===== config.mk =====
export PLATFORM = sky130hd
export DESIGN_NAME = rf_write_scheduler
export DESIGN_NICKNAME = d
export VERILOG_FILES = /design/src/rtl/rf_write_scheduler.sv
export SDC_FILE = /design/constraint.sdc
export NUM_CORES = 1
export LEC_CHECK = 0
export ABC_AREA = 1
export CORE_ASPECT_RATIO = 0.5
export CORE_UTILIZATION = 30
export CTS_BUF_LIST = sky130_fd_sc_hd__clkbuf_8
export CTS_CLUSTER_DIAMETER = 40
export CTS_CLUSTER_SIZE = 24
export DETAILED_ROUTE_END_ITERATION = 7
export GPL_TIMING_DRIVEN = 0
export PLACE_DENSITY = 0.65
export SYNTH_ARGS = -nofsm -noshare
export SYNTH_HDL_FRONTEND = slang
export SYNTH_SLANG_ARGS = --single-unit

===== constraint.sdc =====
create_clock -name clk -period 7.4 [get_ports clk]
set_clock_uncertainty 0.2 [all_clocks]
set_input_delay 1.11 -clock clk [delete_from_list [all_inputs] [get_ports clk]]
set_output_delay 1.11 -clock clk [all_outputs]
set_load 0.02 [all_outputs]

===== src/rtl/rf_write_scheduler.sv =====
// Write-back scheduler for the dual-write register file: round-robin picks up to two
// requests per cycle from three sources and registers them onto two write ports.
module rf_write_scheduler #(
  parameter int addr_w = 5,
  parameter int data_w = 32
) (
  input  logic                     clk,
  input  logic                     rst_n,
  input  logic [2:0]               req_valid,
  output logic [2:0]               req_ready,
  input  logic [3*addr_w-1:0]      req_addr,
  input  logic [3*data_w-1:0]      req_data,
  output logic [addr_w-1:0]        rd1_addr,
  output logic [data_w-1:0]        rd1_data,
  output logic [addr_w-1:0]        rd2_addr,
  output logic [data_w-1:0]        rd2_data,
  output logic [(1<<addr_w)-1:0]   pending_mask
);

  // Handshake: a source's request transfers on a rising edge where req_valid[i] && req_ready[i];
  // while valid && !ready the source holds addr/data stable. x0 requests are always accepted and dropped.
  logic [1:0]        rr_ptr, rr_next, idx, last;
  logic [2:0]        sum;
  logic              g1, g2;
  logic [addr_w-1:0] a1, a2, cur_addr;
  logic [data_w-1:0] d1, d2, cur_data;

  always_comb begin
    req_ready = '0;
    g1        = 1'b0;
    g2        = 1'b0;
    a1        = '0;
    a2        = '0;
    d1        = '0;
    d2        = '0;
    last      = rr_ptr;
    sum       = '0;
    idx       = '0;
    cur_addr  = '0;
    cur_data  = '0;
    for (int k = 0; k < 3; k++) begin
      sum      = {1'b0, rr_ptr} + 3'(k);
      idx      = (sum >= 3'd3) ? 2'(sum - 3'd3) : sum[1:0];
      cur_addr = req_addr[idx*addr_w +: addr_w];
      cur_data = req_data[idx*data_w +: data_w];
      if (req_valid[idx]) begin
        if (cur_addr == '0) begin
          req_ready[idx] = 1'b1;
        end else if (!g1) begin
          g1             = 1'b1;
          a1             = cur_addr;
          d1             = cur_data;
          req_ready[idx] = 1'b1;
          last           = idx;
        end else if (!g2 && (cur_addr != a1)) begin
          // A same-address requester is skipped so a later source can still use port 2.
          g2             = 1'b1;
          a2             = cur_addr;
          d2             = cur_data;
          req_ready[idx] = 1'b1;
          last           = idx;
        end
      end
    end
    rr_next = rr_ptr;
    if (g1) rr_next = (last == 2'd2) ? 2'd0 : last + 2'd1;
  end

  always_ff @(posedge clk or negedge rst_n) begin
    if (!rst_n) begin
      rr_ptr   <= 2'd0;
      rd1_addr <= '0;
      rd1_data <= '0;
      rd2_addr <= '0;
      rd2_data <= '0;
    end else begin
      rr_ptr   <= rr_next;
      rd1_addr <= g1 ? a1 : '0;
      rd2_addr <= g2 ? a2 : '0;
      if (g1) rd1_data <= d1;
      if (g2) rd2_data <= d2;
    end
  end

  always_comb begin
    pending_mask           = '0;
    pending_mask[rd1_addr] = 1'b1;
    pending_mask[rd2_addr] = 1'b1;
    pending_mask[0]        = 1'b0;
  end

endmodule


Yosys cells after proc, flatten, opt, wreduce, memory -nomap -nowiden:

Index checks and enable logic that the tools add are counted.

* memories: 0
* ROM bits: 0
* flip-flop bits (word level): 76
* RAM bits: 0
* output and inout bits: 109
* latch bits: 0

* eq/ne operators: 3
* add/sub/neg operators: 6
* order comparisons: 13
* reductions and logical operators: 10
* multiply operators: 3
* multiplexer cells: 87
* bitwise gates (word level): 3
* shift operators: 6
* divide/modulo/power cells: 0

Operators by type and width (number)
* $mux 32: 16
* $shiftx 96x8->32: 3
* $mux 5: 18
* $shiftx 15x6->5: 3
* $or 32x32->32: 1
* $mux 2: 14
* $mux 3: 9
* $mux 1: 22
* $logic_not 5->1: 3
* $mul 2x3->5 const B: 3
* $lt 5x6->1 const B: 2
* $demux 1 s5: 2
* $ge 5x1->1 const B: 2
* $ne 5x5->1: 2
* $lt 2x3->1 const B: 3
* $bmux 1 s2: 3
* $demux 1 s2: 3
* $ge 2x1->1 const B: 3
* $ge 3x2->1 const B: 2
* $logic_and 1x1->1: 6
* $or 3x3->3: 2
* $sub 2x2->2 const B: 3
* $add 2x1->3 const B: 1
* $add 2x2->3 const B: 1
* 4 further kinds: 4

Logic depth before layout (Yosys ltp):

* word-level depth: 20
* gate-level depth with buffers: 24
* depth with buffers taken out: 22

Worst setup path after synthesis:

No wires, ideal clock.

* kind: input port to output port
* start point: in req_addr[10]
* end point: out req_ready[1]
* arrival: 2.614 ns
* slack: 3.476 ns
* stages on the path: 18
* required time: 6.090 ns
* cells stage by stage: inv_1 o21ai_0 nand2_1 nand2_1 nor2_1 nand2_1 nand2_2 buf_6 nand4_2 nand2_1 nand2_1 nand2_1 nor2_2 nand3_1 nand2_1 nand2_1 nand3_1 nand3_1

* cells in the longest elaborated chain, start to end: 15

RTL lines
* start: declaration: RTL line 11 `input logic [3*addr_w-1:0] req_addr,`
* $shiftx 15x6->5: RTL line 44 `cur_addr = req_addr[idx*addr_w +: addr_w];`
* $logic_not 5->1: RTL line 47 `if (cur_addr == '0) begin`
* $mux 5: RTL line 47
* $mux 5: RTL line 46 `if (req_valid[idx]) begin`
* $ne 5x5->1: RTL line 55 `end else if (!g2 && (cur_addr != a1)) begin`
* $mux 1: RTL line 55
* $mux 1: RTL line 49 `end else if (!g1) begin`
* $mux 1: RTL line 47
* $mux 1: RTL line 46
* $logic_not 1->1: RTL line 55
* $logic_and 1x1->1: RTL line 55
* $mux 3: RTL line 55
* $mux 3: RTL line 49
* $mux 3: RTL line 47
* $mux 3 (*): RTL line 46
* end: declaration: RTL line 10 `output logic [2:0] req_ready,`

Every way passes the cells marked *; elsewhere a longest branch is shown, timed or not.

Worst setup path after layout:

* start point: in req_addr[9]
* end point: out req_ready[1]

Same word-level chain as after synthesis.

==> metrics <==
Clock Tree Buf Depth 2; ant diodes 0; fraction of layout cells with a size suffix above 1 0.05128; area delta synth->final 40.71%; Tmin final 5.411 ns; max-slew violations 0; status finished clean; part of the cycle the worst path needs 0.7312; syn nets 1245; Mean Syn Cell Area 6.224 um^2; hpwl dp 25580 um; setup bufs post-CTS 0; Synth area leaders dfrtp_1, nand2_1, o21ai_0; H-tree levels 3; setup violators final 0; Antenna Nets Post-Route 0; global-route wire length before repair 51340 um; Initial Utilization 0.3066; CP max stage delay 0.55 ns; worst-path cell chain clkdlybuf4s50_1 -> nand2_1 -> o21ai_0 -> o21ai_1 -> nand3_2 -> nand4_1 -> nand2_1 -> nand2_1 -> nand2_1 -> nor2_1 -> nand3_1 -> nand2_1 -> nand2_1 -> nand3_1 -> nand3_1 -> clkdlybuf4s50_1; kind of critical path primary input to primary output; number of global-route vias before repair 9096; cts hold-fix bufs 0; Critical-path top delay cell clkdlybuf4s50_1; count of different cell masters after synthesis 41; remaining global-route overflow 0; Yosys Warn Count 0; Most used DFF post-synth dfrtp_1; area leader, netlist dfrtp_1; NumNets Final 1480; cts bufs inserted 9; Residual DRC 0; final wirelength 33900 um; Die Wd 218.1 um; Clock Pin Slew Worst Setup and Hold Paths 0.09 ns; CP arrival 4.10 ns; Synth Register Bits 76; largest net degree at the start of global routing 50; Fin Setup TNS 0 ns; TritonCTS clock tree built; Finished Core Util 0.4314; RSZ-0062 raised after global routing false; CP required 6.09 ns; GP Congestion 0.9546; all-layer global routing usage 0.2775; final hold slack 0.2926 ns; most common cell in the netlist nand2_1; Reg area 0.001902 mm^2; CTS Root Cell clkbuf_8; routed via count 9360; most frequent CP cell nand2_1; core area 0.02284 mm^2; WL/cell 20.28 um; number of synthesized flops with an enable pin 0; via/cell ratio 5.598; count of final hold-check violations 0; Fillers 2413; IO Pins 225; post-synthesis cell area 0.007002 mm^2; CTS resizes 0; Port Buffers 223; Worst Max-Slew Pin Slew 0.7771 ns; Crit Path Max Fanout 5; Synth Instances 1125; Yosys top cell area share 0.2716; most frequent cells after synthesis nand2_1, nor2_1, inv_1, o21ai_0, o22ai_1; relative slew slack 0.4819; Hold Crit Class register to register; clock sink total 76; Worst-Skew Late Latency 0.37 ns; startpoint types primary input; area of the die 0.02399 mm^2; antenna violations before repair 0; DR pass1 iterations 7; Max Fclk 184.8 MHz; CP Capture Type primary output; register area share after synthesis 0.2716; Post-synth ARST share 1.000; initial drt markers 1212; Die H 110.0 um; multi-input logic area 0.004292 mm^2; Std-Cell Rows 39; max cap viols 0
==> layout by cell type, fill, tap and decap left out, types with 7 or more instances in the layout <==
cell type,instances
buf_2,10
inv_1,112
nand2_1,278
nand3_1,63
clkbuf_8,10
o21ai_0,103
a31oi_1,22
a22oi_1,41
nand2_2,7
a21oi_1,50
nor2_1,129
clkdlybuf4s50_1,222
clkbuf_1,49
dfrtp_1,76
o211ai_1,28
a32o_1,7
o22ai_1,82
==> worst max-delay path: cells and delay by family <==
kind            cells  cell delay [ns]
simple gates       12             1.50
compound gates      2             0.49
buf+inv             2             1.00
==> state kept, by name, indices dropped and copies added, names as in the netlist <==
| register | count |
|---|---|
| rd1_data | 32 |
| rr_ptr | 2 |
| rd2_data | 32 |
| rd1_addr | 5 |
| rd2_addr | 5 |
==> layout make-up <==
class,instances,share of cell area
Sequential cell,76,0.1930
Clock buffer,10,0.01397
Timing Repair Buffer,224,0.2291
Clock inverter,6,0.007239
Multi-Input combinational cell,854,0.4356
Inverter,120,0.04648
Tap cell,307,0.03899
Buffer,75,0.03556
==> metal layers <==
| layer | vias up | GRT usage | wire (um) |
|---|---|---|---|
| met5 | - | 0 | 0 |
| met4 | 0 | 0.1119 | 1104 |
| met3 | 90 | 0.04911 | 2977 |
| met2 | 534 | 0.4603 | 15420 |
| met1 | 4429 | 0.3608 | 14400 |
| li1 | 4307 | - | - |
==> through the flow <==
| step | cell area [um^2] | std cells | setup slack [ns] |
|---|---|---|---|
| CTS | 9852 | 1672 | 2.038 |
| global placement | 9618 | 1655 | 2.098 |
| detailed placement | 9643 | 1656 | 2.043 |
| global route | 9852 | 1672 | 1.662 |
| finish | 9852 | 1672 | 1.989 |
| floorplan | 7002 | 1125 | 3.476 |
==> final timing paths <==
| kind | startpoint | slack [ns] | cells past startpoint | to |
|---|---|---|---|---|
| min in group asynchronous | rst_n | 0.45 | 1 | rd2_data[3] |
| max in group asynchronous | rst_n | 5.95 | 2 | rd1_data[14] |
| hold reg to reg | rd1_data[7] | 0.29 | 2 | rd1_data[7] |
| setup reg to reg | rr_ptr[0] | 3.47 | 15 | rd1_data[29] |
| hold / removal | rd1_data[7] | 0.29 | 2 | rd1_data[7] |
| setup / recovery | req_addr[9] | 1.99 | 16 | req_ready[1] |
==> cells by family (layout without fill, tap and decap cells) <==
logic type / count (synthesis) / after routing / synth area share
AO/OA/AOI/OAI: 345 / 345 / 0.2986
XOR/XNOR: 4 / 4 / 0.005003
adder cells (fa/ha/maj): 4 / 4 / 0.007148
buffers and inverters: 195 / 435 / 0.1154
flip-flops: 76 / 76 / 0.2716
other: 1 / 1 / 0.0005356
AND/OR/NAND/NOR: 500 / 500 / 0.3016
Power is left out: the tool's default activity adds up to more than one toggle a clock period on the data nets, which glitch-free logic cannot reach.
